$ cat src/rtl/rf_decode_wb.sv
// Register-file decoder with a registered write-back stage.
// Optional pending-stage read bypass: define RF_WB_BYPASS_EN.
module rf_decode_wb #(
  parameter int DATA_W   = 32,
  parameter int ADDR_W   = 5,
  parameter int LINK_REG = 31
) (
  input  logic              clock,
  input  logic              reset,
  input  logic [31:0]       instruction,
  input  logic [DATA_W-1:0] read_data,
  input  logic [DATA_W-1:0] alu_result,
  input  logic [DATA_W-1:0] opcplus4,
  input  logic              jal,
  input  logic              reg_write,
  input  logic              mem_or_io_to_reg,
  input  logic              reg_dst,
  input  logic              flush,
  output logic [DATA_W-1:0] read_data_1,
  output logic [DATA_W-1:0] read_data_2,
  output logic [DATA_W-1:0] imme_extend,
  output logic              wb_valid,
  output logic [ADDR_W-1:0] wb_addr,
  output logic [DATA_W-1:0] wb_data
);

  localparam int NREG = 2**ADDR_W;
  localparam logic [ADDR_W-1:0] LINK_IDX = ADDR_W'(LINK_REG);

  logic [DATA_W-1:0] regs [NREG];

  logic [5:0]        opcode;
  logic [4:0]        rs_f;
  logic [4:0]        rt_f;
  logic [4:0]        rd_f;
  logic [15:0]       imm;
  logic [ADDR_W-1:0] rs_idx;
  logic [ADDR_W-1:0] rt_idx;
  logic [ADDR_W-1:0] rd_idx;
  logic [ADDR_W-1:0] wr_addr;
  logic [DATA_W-1:0] wr_data;
  logic [31:0]       lui_v;
  logic              hit_1;
  logic              hit_2;

  assign opcode = instruction[31:26];
  assign rs_f   = instruction[25:21];
  assign rt_f   = instruction[20:16];
  assign rd_f   = instruction[15:11];
  assign imm    = instruction[15:0];
  assign rs_idx = rs_f[ADDR_W-1:0];
  assign rt_idx = rt_f[ADDR_W-1:0];
  assign rd_idx = rd_f[ADDR_W-1:0];
  assign lui_v  = {imm, 16'h0000};

  // Write address and data select for the incoming request
  always_comb begin
    wr_addr = reg_dst ? rd_idx : rt_idx;
    if (jal)
      wr_addr = LINK_IDX;
    wr_data = mem_or_io_to_reg ? read_data : alu_result;
    if (opcode == 6'b000011 && jal)
      wr_data = opcplus4;
  end

  // Immediate shaping: logical ops zero-extend, lui shifts up
  always_comb begin
    imme_extend = DATA_W'(signed'(imm));
    unique case (1'b1)
      (opcode == 6'h0C),
      (opcode == 6'h0D),
      (opcode == 6'h0E): imme_extend = DATA_W'(imm);
      (opcode == 6'h0F): imme_extend = DATA_W'(lui_v);
      default: ;
    endcase
  end

`ifdef RF_WB_BYPASS_EN
  assign hit_1 = wb_valid && (wb_addr == rs_idx) && (rs_idx != '0);
  assign hit_2 = wb_valid && (wb_addr == rt_idx) && (rt_idx != '0);
`else
  assign hit_1 = 1'b0;
  assign hit_2 = 1'b0;
`endif

  // Combinational reads; r0 is hardwired to zero
  always_comb begin
    read_data_1 = (rs_idx == '0) ? '0 : regs[rs_idx];
    read_data_2 = (rt_idx == '0) ? '0 : regs[rt_idx];
    if (hit_1)
      read_data_1 = wb_data;
    if (hit_2)
      read_data_2 = wb_data;
  end

  // Capture the request into the write-back stage
  always_ff @(posedge clock or posedge reset) begin
    if (reset) begin
      wb_valid <= 1'b0;
      wb_addr  <= '0;
      wb_data  <= '0;
    end else begin
      wb_valid <= reg_write && !flush && (wr_addr != '0);
      wb_addr  <= wr_addr;
      wb_data  <= wr_data;
    end
  end

  // Commit the pending write into the array
  always_ff @(posedge clock or posedge reset) begin
    if (reset) begin
      for (int i = 0; i < NREG; i++)
        regs[i] <= '0;
    end else if (wb_valid && (wb_addr != '0)) begin
      regs[wb_addr] <= wb_data;
    end
  end

endmodule

$ cat config.mk
export PLATFORM = sky130hd
export DESIGN_NAME = rf_decode_wb
export DESIGN_NICKNAME = d
export VERILOG_FILES = /design/src/rtl/rf_decode_wb.sv
export SDC_FILE = /design/constraint.sdc
export NUM_CORES = 2
export LEC_CHECK = 0
export CORE_MARGIN = 10
export CORE_UTILIZATION = 25
export DETAILED_ROUTE_END_ITERATION = 7
export PLACE_DENSITY = 0.38
export SLEW_MARGIN = 40
export SYNTH_ARGS = -nofsm -noshare
export SYNTH_HDL_FRONTEND = slang
export SYNTH_SLANG_ARGS = --single-unit
export TNS_END_PERCENT = 20
$ cat constraint.sdc
create_clock -name clock -period 72.3 [get_ports clock]
set_input_delay 7.23 -clock clock [delete_from_list [all_inputs] [get_ports clock]]
set_output_delay 7.23 -clock clock [all_outputs]
set_load 0.005 [all_outputs]
==> parameters.txt <==
Parameter                              Value

Routing
  Number of vias per cell after detailed routing    approximately 5.3
  DRT antenna net count    0
  Via count    ~37000
  Number of search-and-repair iterations in the first detailed-routing pass    5
  Detailed-route wire length    between 200000 and 250000 um
  Number of remaining DRC errors    0
  Iter 0 DRT Violations    approximately 2800
  Average wire per cell in the routed design    approximately 33 um

Die
  Total Die Area    around 250000 sq um
  Core Footprint    approximately 230000 sq um
  Initial Util    0.251
  Y dimension of the die    ~500 um
  FP Rows    174
  Die extent in x    approximately 500 um
  Number of primary I/O pins    between 200 and 300

Worst setup path
  Number of cells on the worst reg-to-reg path    4
  CP Launch Type    input port
  Cell family contributing the most delay on the critical path    buffers and inverters
  CP Depth    9
  Worst-path fanout max    47
  CP endpoint kind    primary output
  Setup CP Type    in -> out
  Peak per-stage delay on the critical path    between 700 and 800 ps
  Crit path DAT    ~12000 ps
  Data required, critical path    between 60000 and 70000 ps
  Most numerous cell on the critical path    buf_4
  Buffer and inverter count on the worst path    5
  Crit path cell chain    buf_8 > buf_4 > buf_4 > buf_4 > mux4_2 > mux2i_1 > a221o_1 > a31oi_1 > clkdlybuf4s50_1
  Highest-delay cell along the critical path    buf_4

Final layout
  Final std cells w/o fill    a little over 7000
  Most common cell after layout, fill and taps aside    dfrtp_1
  Final design instance area without fill    approximately 67000 sq um
  Growth of design area from synthesis to finish    18.8%
  Highest-count cells in the layout ignoring fill and taps    dfrtp_1 (1050), mux2_2 (992), mux2i_1 (443)
  Fraction of final layout cells sized beyond drive strength 1    0.438
  Number of filler cells placed in the layout    22702
  Net total in the final layout    between 4000 and 5000

Global route
  Number of global-route vias before repair    39628
  Global-route wire length before repair    ~330000 um
  Global Route Usage Sum    0.185
  Largest net degree at the start of global routing    roughly 130
  Residual overflow from global routing    0
  Number of antenna violations at the first check in global routing    12

Clock tree
  CTS H-tree lvls    4
  Clk Latency, worst-skew pair    roughly 800 ps
  Cell at the root of the clock tree    clkbuf_16
  Clock tree from TritonCTS    done
  CTS Hold Bufs    0
  Cts bufs inserted    between 100 and 150
  Number of buffers inserted to repair setup after CTS    0
  Clock transition at the registers of the reported paths    around 50 ps
  Number of gates resized after CTS    0
  Clk sinks    1062
  Largest buffer count on any clock path    3

Timing
  Period utilisation layout    0.263
  Final-report hold violation count    0
  Final total negative setup slack    0 ps
  Worst slew slack as a fraction of its limit    0.403
  Slew at the pin closest to its max-slew limit    a little under 900 ps
  Clock period minus worst slack    ~19000 ps
  Clock Skews    about 28 ps
  Fin Hold WS    394 ps
  Max Fclk    approximately 53 MHz
  Count of pins over their slew limit    0
  Setup-failing EPs final    0
  Unrepaired setup endpoints after global routing    false

Synth
  Top_reg_cell synth    dfrtp_1
  Number of storage elements in the synthesis netlist    between 1000 and 1500
  Library cells used by synthesis    46
  EDFF count, synth    0
  Syn_nets    between 4000 and 5000
  Syn Area/Cell    around 14 sq um
  Synth area leaders    dfrtp_1 (47%), mux2_2 (20%), mux4_2 (14%), mux2i_1 (7.8%), clkbuf_1 (1.5%)
  Sequential cell area fraction in the yosys report    0.470
  Fraction of registers with async set or reset after synthesis    1.00
  Summed instance area of the synthesized netlist    between 50000 and 60000 sq um
  Most area-hungry cell type in the Yosys netlist    dfrtp_1
  Post-synth top area share    0.470
  Number of warning messages in the yosys log    0
  Cell count after synthesis    a little under 4000

Placement
  Standard cell area after detailed placement    roughly 63000 sq um
  Number of buffer cells added on primary ports    268
  Post-placement cell count    6876
  Final Wtd Congestion    roughly 0.72
  Final HPWL DP    approximately 130000 um

Power
  Pwr/cell area    roughly 26 nW/um^2
  Switching power summed over all nets    between 0.4 and 0.5 mW
  Leakage    about 29 nW
  Portion of total power attributed to sequential cells    0.430
  Fraction of power consumed by the clock network    0.401
  Logic gate share of total power    0.168
  IR Drop Worst-Case VDD    between 0.01 and 0.015 mV
  Power after layout    around 1.7 mW
  Switching share of total power    0.278
  Cell-internal power    1.26 mW

Worst hold path
  Hold Path Depth    0
  Min-Delay Path Class    reg -> reg

Status
  Result of the run    finished, final reports clean

Job
  Max-cap violations    0
[registers in the layout, summed over array words and instances (netlist names)]
name / cells
regs: 1024
wb_addr: 5
wb_data: 32
wb_valid: 1
[logic make-up (layout without fill, tap and decap cells)]
logic type / Yosys count / count (layout) / synth area share
multiplexers: 1789 / 1789 / 0.417
AND/OR/NAND/NOR: 197 / 197 / 0.0191
other: 0 / 5 / 0
buffers and inverters: 452 / 649 / 0.0376
AO/OA/AOI/OAI: 435 / 435 / 0.0571
flip-flops: 1062 / 1062 / 0.470
[per-layer routing]
metal | track usage | share of wire | wire length, um
met3 | 0.0312 | 0.047 | 11000
met1 | 0.259 | 0.46 | 108000
met2 | 0.301 | 0.47 | 109000
met5 | 0 | 0 | 0
met4 | 0.0368 | 0.019 | 4330
[cells in the mapped netlist (all sizes together), types with 33 or more instances]
cell and number:
a211oi 93, a21oi 33, a221oi 63, a22oi 63, and2 34, buf 217, clkbuf 233, dfrtp 1062
mux2 992, mux2i 443, mux4 354, nor2 54
[worst paths after layout]
check,slack (ps),from,endpoint
worst min-delay path,390,regs[1013],regs[1013]
min in group asynchronous,7060,reset,regs[759]
worst max register to register,69180,wb_addr[4],regs[524]
worst max-delay path,53280,instruction[23],read_data_1[17]
max in group asynchronous,62270,reset,wb_data[2]
worst min register to register,390,regs[1013],regs[1013]
[power groups by stage]
stage / Sequential [mW] / Clock [mW] / Combinational (mW)
after floorplan: 0.731 / 0 / 0.209
after global placement: 0.758 / 0 / 0.292
after detailed placement: 0.758 / 0 / 0.297
after CTS: 0.748 / 0.720 / 0.298
after global routing: 0.760 / 0.744 / 0.316
final: 0.749 / 0.699 / 0.293
[layout make-up]
| class | count | area [sq um] | area share |
|---|---|---|---|
| well taps | 2992 | 3740 | 0.0557 |
| repair buffers | 403 | 3990 | 0.0594 |
| clock inverters | 39 | 492 | 0.00732 |
| flip-flops and latches | 1062 | 26600 | 0.396 |
| clock buffers | 205 | 4020 | 0.0597 |
| multi-input cells | 2421 | 28300 | 0.422 |
| inverters | 2 | 25.0 | 0.000372 |
| diodes | 5 | 12.5 | 0.000186 |
[per-stage QoR]
| stage | utilization | setup slack [ps] |
|---|---|---|
| after floorplan | - | 35180 |
| after global placement | 0.276 | 52720 |
| after detailed placement | 0.278 | 53260 |
| after CTS | 0.298 | 53240 |
| after global routing | 0.299 | 53010 |
| final | 0.299 | 53280 |
(Power assumes the default switching activity.)
